==> src/rtl/output_act_ctrl_if.sv <==
// Activation write-back bus: compute-array byte stream in, host-side FIFO read port out.
// The slave modport is the packer/FIFO; the master modport is whoever drives bytes and pops words.
interface output_act_ctrl_if #(
    parameter int INPUT_WIDTH  = 8,
    parameter int OUTPUT_WIDTH = 32,
    parameter int FIFO_DEPTH   = 64
);
    localparam int CW = $clog2(FIFO_DEPTH + 1);

    logic                    CLEAR_FIFO;
    logic [INPUT_WIDTH-1:0]  OUT_ACT_DATA_IN;
    logic                    DATA_VALID;
    logic                    FLUSH;
    logic                    FIFO_RD_CMD;
    logic [OUTPUT_WIDTH-1:0] FIFO_RD_DATA;
    logic                    FIFO_EMPTY;
    logic                    FIFO_FULL;
    logic [CW-1:0]           WORD_COUNT;
    logic [1:0]              LANE_IDX;
    logic                    OVERFLOW;

    modport master (
        output CLEAR_FIFO, OUT_ACT_DATA_IN, DATA_VALID, FLUSH, FIFO_RD_CMD,
        input  FIFO_RD_DATA, FIFO_EMPTY, FIFO_FULL, WORD_COUNT, LANE_IDX, OVERFLOW
    );

    modport slave (
        input  CLEAR_FIFO, OUT_ACT_DATA_IN, DATA_VALID, FLUSH, FIFO_RD_CMD,
        output FIFO_RD_DATA, FIFO_EMPTY, FIFO_FULL, WORD_COUNT, LANE_IDX, OVERFLOW
    );
endinterface

==> src/rtl/output_act_ctrl.sv <==
// Packs a byte stream (first byte in [7:0]) into 32-bit words and buffers them in a fall-through FIFO.
// Latency: completing byte at edge N is readable after edge N. No input backpressure: words pushed into a full FIFO are dropped and flagged sticky OVERFLOW.
module output_act_ctrl #(
    parameter int INPUT_WIDTH  = 8,
    parameter int OUTPUT_WIDTH = 32,
    parameter int FIFO_DEPTH   = 64
) (
    input  logic                  CLK,
    input  logic                  RESET,
    output_act_ctrl_if.slave      bus
);
    localparam int AW    = $clog2(FIFO_DEPTH);
    localparam int CW    = $clog2(FIFO_DEPTH + 1);
    localparam int LANES = 4;

    logic [OUTPUT_WIDTH-1:0] shadow_q, shadow_d;
    logic [1:0]              lane_q, lane_d;
    logic [AW-1:0]           wr_ptr_q, wr_ptr_d;
    logic [AW-1:0]           rd_ptr_q, rd_ptr_d;
    logic [CW-1:0]           count_q, count_d;
    logic                    ovf_q, ovf_d;

    logic [OUTPUT_WIDTH-1:0] word_cur;
    logic                    complete;
    logic                    flush_push;
    logic                    push_req;
    logic                    pop;
    logic                    full;
    logic                    accept;
    logic                    mem_we;

    // Storage is deliberately left unreset; validity is tracked by count/pointers only.
    logic [OUTPUT_WIDTH-1:0] mem [FIFO_DEPTH];

    always_comb begin
        word_cur   = shadow_q;
        for (int i = 0; i < LANES; i++) begin
            if (bus.DATA_VALID && lane_q == 2'(i)) begin
                word_cur[i*INPUT_WIDTH +: INPUT_WIDTH] = bus.OUT_ACT_DATA_IN;
            end
        end

        complete   = bus.DATA_VALID && (lane_q == 2'd3);
        // Flush only pushes when something is left in the shadow after this cycle's byte.
        flush_push = bus.FLUSH && (bus.DATA_VALID ? (lane_q != 2'd3) : (lane_q != 2'd0));
        push_req   = complete || flush_push;
        pop        = bus.FIFO_RD_CMD && (count_q != '0);
        full       = (count_q == CW'(FIFO_DEPTH));
        accept     = push_req && (!full || pop);

        shadow_d   = shadow_q;
        lane_d     = lane_q;
        wr_ptr_d   = wr_ptr_q;
        rd_ptr_d   = rd_ptr_q;
        count_d    = count_q;
        ovf_d      = ovf_q;
        mem_we     = accept;

        if (push_req) begin
            shadow_d = '0;
            lane_d   = 2'd0;
        end else if (bus.DATA_VALID) begin
            shadow_d = word_cur;
            lane_d   = lane_q + 2'd1;
        end

        if (accept) begin
            wr_ptr_d = wr_ptr_q + AW'(1);
        end
        if (pop) begin
            rd_ptr_d = rd_ptr_q + AW'(1);
        end
        count_d = count_q + CW'(accept) - CW'(pop);

        if (push_req && !accept) begin
            ovf_d = 1'b1;
        end

        if (bus.CLEAR_FIFO) begin
            shadow_d = '0;
            lane_d   = 2'd0;
            wr_ptr_d = '0;
            rd_ptr_d = '0;
            count_d  = '0;
            ovf_d    = 1'b0;
            mem_we   = 1'b0;
        end
    end

    always_ff @(posedge CLK or posedge RESET) begin
        if (RESET) begin
            shadow_q <= '0;
            lane_q   <= 2'd0;
            wr_ptr_q <= '0;
            rd_ptr_q <= '0;
            count_q  <= '0;
            ovf_q    <= 1'b0;
        end else begin
            shadow_q <= shadow_d;
            lane_q   <= lane_d;
            wr_ptr_q <= wr_ptr_d;
            rd_ptr_q <= rd_ptr_d;
            count_q  <= count_d;
            ovf_q    <= ovf_d;
        end
    end

    always_ff @(posedge CLK) begin
        if (mem_we) begin
            mem[wr_ptr_q] <= word_cur;
        end
    end

    assign bus.FIFO_RD_DATA = (count_q == '0) ? '0 : mem[rd_ptr_q];
    assign bus.FIFO_EMPTY   = (count_q == '0);
    assign bus.FIFO_FULL    = full;
    assign bus.WORD_COUNT   = count_q;
    assign bus.LANE_IDX     = lane_q;
    assign bus.OVERFLOW     = ovf_q;
endmodule

==> src/flat_wrapper.sv <==
// flat-port wrapper written by rule: the top's interface ports become plain ports
module output_act_ctrl_flat 
#(
    parameter int INPUT_WIDTH  = 8,
    parameter int OUTPUT_WIDTH = 32,
    parameter int FIFO_DEPTH   = 64
)
  (CLK, RESET, bus_CLEAR_FIFO, bus_OUT_ACT_DATA_IN, bus_DATA_VALID, bus_FLUSH, bus_FIFO_RD_CMD, bus_FIFO_RD_DATA, bus_FIFO_EMPTY, bus_FIFO_FULL, bus_WORD_COUNT, bus_LANE_IDX, bus_OVERFLOW);
  output_act_ctrl_if #(.INPUT_WIDTH(INPUT_WIDTH), .OUTPUT_WIDTH(OUTPUT_WIDTH), .FIFO_DEPTH(FIFO_DEPTH)) bus_i ();
  input  logic CLK;
  input  logic RESET;
  input wire logic [$bits(bus_i.CLEAR_FIFO)-1:0] bus_CLEAR_FIFO;
  input wire logic [$bits(bus_i.OUT_ACT_DATA_IN)-1:0] bus_OUT_ACT_DATA_IN;
  input wire logic [$bits(bus_i.DATA_VALID)-1:0] bus_DATA_VALID;
  input wire logic [$bits(bus_i.FLUSH)-1:0] bus_FLUSH;
  input wire logic [$bits(bus_i.FIFO_RD_CMD)-1:0] bus_FIFO_RD_CMD;
  output wire logic [$bits(bus_i.FIFO_RD_DATA)-1:0] bus_FIFO_RD_DATA;
  output wire logic [$bits(bus_i.FIFO_EMPTY)-1:0] bus_FIFO_EMPTY;
  output wire logic [$bits(bus_i.FIFO_FULL)-1:0] bus_FIFO_FULL;
  output wire logic [$bits(bus_i.WORD_COUNT)-1:0] bus_WORD_COUNT;
  output wire logic [$bits(bus_i.LANE_IDX)-1:0] bus_LANE_IDX;
  output wire logic [$bits(bus_i.OVERFLOW)-1:0] bus_OVERFLOW;
  assign bus_i.CLEAR_FIFO = bus_CLEAR_FIFO;
  assign bus_i.OUT_ACT_DATA_IN = bus_OUT_ACT_DATA_IN;
  assign bus_i.DATA_VALID = bus_DATA_VALID;
  assign bus_i.FLUSH = bus_FLUSH;
  assign bus_i.FIFO_RD_CMD = bus_FIFO_RD_CMD;
  assign bus_FIFO_RD_DATA = bus_i.FIFO_RD_DATA;
  assign bus_FIFO_EMPTY = bus_i.FIFO_EMPTY;
  assign bus_FIFO_FULL = bus_i.FIFO_FULL;
  assign bus_WORD_COUNT = bus_i.WORD_COUNT;
  assign bus_LANE_IDX = bus_i.LANE_IDX;
  assign bus_OVERFLOW = bus_i.OVERFLOW;
  output_act_ctrl #(.INPUT_WIDTH(INPUT_WIDTH), .OUTPUT_WIDTH(OUTPUT_WIDTH), .FIFO_DEPTH(FIFO_DEPTH)) u_core (.CLK(CLK), .RESET(RESET), .bus(bus_i));
endmodule
==> config.mk <==
export PLATFORM = sky130hd
export DESIGN_NAME = output_act_ctrl_flat
export DESIGN_NICKNAME = d
export VERILOG_FILES = /design/src/rtl/output_act_ctrl_if.sv /design/src/rtl/output_act_ctrl.sv /design/src/flat_wrapper.sv
export SDC_FILE = /design/constraint.sdc
export NUM_CORES = 2
export LEC_CHECK = 0
export CORE_UTILIZATION = 55
export DETAILED_ROUTE_END_ITERATION = 6
export PLACE_DENSITY = 0.7
export SLEW_MARGIN = 20
export SYNTH_ARGS = -nofsm -noshare
export SYNTH_HDL_FRONTEND = slang
export SYNTH_SLANG_ARGS = --single-unit
export TNS_END_PERCENT = 10
==> constraint.sdc <==
create_clock -name CLK -period 11 [get_ports CLK]
set_input_delay 1.65 -clock CLK [delete_from_list [all_inputs] [get_ports CLK]]
set_output_delay 1.65 -clock CLK [all_outputs]
set_load 0.05 [all_outputs]
==> flow_summary.ini <==
[clock_tree]
cts_resized = 0
clock_path_buffers = 3
h-tree-depth = 4
cts_setup_buffers = 0
postCtsHoldBufs = 0
path_clk_slew_ns = 0.06
numCtsBuffers = 196
clock_latency_ns = 0.84
cts_sinks = 2102
cts_root_buf = clkbuf_16
cts_tree = done

[setup_path]
crit_fanout = 58
cp-start-kind = flip-flop
cp-end-kind = output pin
path_class = reg -> out
cp.required_ns = 9.35
crit_arrival_ns = 5.68

[final_layout]
fillCellCount = 9740
post-route-util_pct = 62.1
drive_gt1_share_pct = 24.9
multi_input_comb_area_um2 = 17400
seq_area_um2 = 62900
finalNetCount = 3881
syn2layout_area_growth_pct = 12.2

[job]
cap_violations = 0

[sta]
fin_skew_ns = 0.0332
fin_crit_ns = 7.33
finalSetupTns_ns = 0
timing.fmax_ghz = 0.136
drv_slew = 0
grt_setup_unrepaired = false
worst_pin_slew_ns = 1.15
setup_violations = 0
hold_viol_final = 0
slew_headroom_pct = 23.2
timing.final.crit_share_pct = 66.6

[power]
peakVddDrop_mv = 0.163
leakagePower_nw = 28.7
pwr_density_cell_nw_per_um2 = 202

[global_routing]
grt_pass1_vias = 38900
antenna_found_initial = 5
overflow = 0
grt_pass1_wl_um = 290000
grt_max_degree = 109
track_usage_pct = 28.2

[logic_synthesis]
synth.distinct_cells = 50
synth_commonest_cells = 2048 x edfxtp_1, 459 x mux4_2, 206 x mux2i_1
netlist_instances = 3657
netlist.area_leader.share_pct = 76.2
muxShareOfSynthArea_pct = 15.8
synth_top_family_by_area = multiplexers
yosysWarnings = 0
synth_fa_ha_area_share_pct = 0.257
ys.flop_type = edfxtp_1
yosysMostFrequentCell = edfxtp_1
avgSynthCellArea_um2 = 22.1
ys_ff_latch = 2102
yosys-top-cells-area = edfxtp_1 76%, mux4_2 13%, mux2i_1 2.6%, dfrtp_1 1.7%, o22ai_1 0.71%
synth-compound-area-share_pct = 3.09
synthesis.area_um2 = 80700
synth_edf_count = 2048
synthArstFlopShare_pct = 2.57
syn-num-nets = 3687
synth-xor-area-share_pct = 0.163
ys_seq_area_share_pct = 77.9
yosys.area.top_type = edfxtp_1
yosys.area_share.simple_pct = 1.44

[detailed_routing]
firstDrtPassIters = 5
routedWlPerCell_um = 34.8
drt_iter0_drc = 5437
ant_nets = 0
route.detailed.drc = 0
num_vias = 39700
post_drt_via_cell_ratio = 6.70
routed_wl_um = 206000

[die]
dieArea_um2 = 148000
ioPinCount = 58
rows = 140
start_util_pct = 55.4
die_w_um = 385
design.core.area_um2 = 146000
die_h_um = 385

[run_status]
status = finished, final reports clean

[placed_design]
place.gp.congestion = 0.843
portBuffers = 57
dp_hpwl_um = 112000

[min_path]
min_path_type = reg -> reg
[placed cells by master, fill, tap and decap left out, types with 8 or more instances in the layout]
cell	count
a211oi_2	13
dfrtp_1	49
edfxtp_1	2048
nor2b_1	42
mux4_2	459
a21oi_1	17
a22o_1	30
nor2_1	31
clkbuf_16	199
o22ai_1	91
a221oi_1	31
inv_1	11
a211oi_1	52
ha_1	15
mux2i_1	206
nor2_4	64
buf_12	9
o211ai_1	12
clkbuf_8	10
clkdlybuf4s50_1	57
a22oi_1	12
nand2_1	67
xnor2_1	8
o21ai_1	18
clkinv_1	51
buf_4	133
o21ai_0	46
mux2_2	33
clkinv_2	30
a311oi_1	24
bufinv_16	11
clkbuf_1	47
[area by class of cell]
type | instances | area share, %
Inverter | 14 | 0.0663
Antenna cell | 2 | 0.00553
Clock inverter | 106 | 0.909
Clock buffer | 256 | 5.85
Tap cell | 1917 | 2.65
Timing Repair Buffer | 199 | 1.93
Multi-Input combinational cell | 1338 | 19.2
Sequential cell | 2102 | 69.4
[per-layer routing]
metal / GRT usage [%] / routed length [µm] / up-vias / part of all wire [%]
met1: 39.9 / 78900 / 21200 / 38
met3: 6.22 / 21700 / 369 / 11
met2: 44.1 / 98700 / 2331 / 48
li1: - / - / 15800 / -
met4: 9.35 / 6870 / 10 / 3.3
met5: 0 / 65 / - / 0.032
[logic make-up after synthesis]
kind of cell | count (synthesis)
AO/OA/AOI/OAI | 358
XOR/XNOR | 15
adder cells (fa/ha/maj) | 16
buffers and inverters | 217
flip-flops | 2102
multiplexers | 699
AND/OR/NAND/NOR | 250
[critical path: stages, from the launching register on]
cell and delay [ns]:
dfrtp_4 1.07, buf_4 0.77, nand3_2 0.12, buf_4 0.34, o22ai_1 0.27, a211oi_1 0.09, o21ai_1 0.59, a22o_1 0.61
clkdlybuf4s50_1 0.92
[power breakdown]
part	total (mW)	switching (mW)	internal, mW	leakage [nW]
clock	6.49	2.85	3.64	2.99
sequential	8.87	0.0724	8.80	19.7
combinational	2.88	1.72	1.16	6.03
total	18.2	4.65	13.6	28.7
[sequential cells by signal, summed over array words and instances, names as in the netlist]
name	flops
u_core.bus.LANE_IDX	2
u_core.bus.OVERFLOW	1
u_core.bus.WORD_COUNT	7
u_core.mem	2048
u_core.rd_ptr_q	6
u_core.shadow_q	32
u_core.wr_ptr_q	6
[per-stage QoR]
stage | cell area (µm²) | instances | total power, mW | hold slack (ns) | setup slack, ns
after detailed placement | 84400 | 5570 | 11.9 | 0.492 | 4.70
after CTS | 90500 | 5932 | 18.3 | 0.504 | 3.81
after global placement | 84400 | 5570 | 11.9 | 0.487 | 4.61
after floorplan | 80700 | 3657 | 11.0 | 0.580 | 6.35
final | 90600 | 5934 | 18.2 | 0.500 | 3.67
after global routing | 90600 | 5932 | 18.7 | 0.551 | 3.49
[worst paths after layout]
check,start,cells past startpoint,end,slack [ns]
min in group asynchronous,RESET,3,u_core.bus.OVERFLOW,1.40
hold reg to reg,u_core.bus.OVERFLOW,2,u_core.bus.OVERFLOW,0.50
setup / recovery,u_core.rd_ptr_q[1],8,bus_FIFO_RD_DATA[18],3.67
setup reg to reg,u_core.bus.WORD_COUNT[4],9,u_core.mem[38][15],6.83
max in group asynchronous,RESET,3,u_core.rd_ptr_q[2],8.98
hold / removal,u_core.bus.OVERFLOW,2,u_core.bus.OVERFLOW,0.50
(Power assumes the default switching activity.)
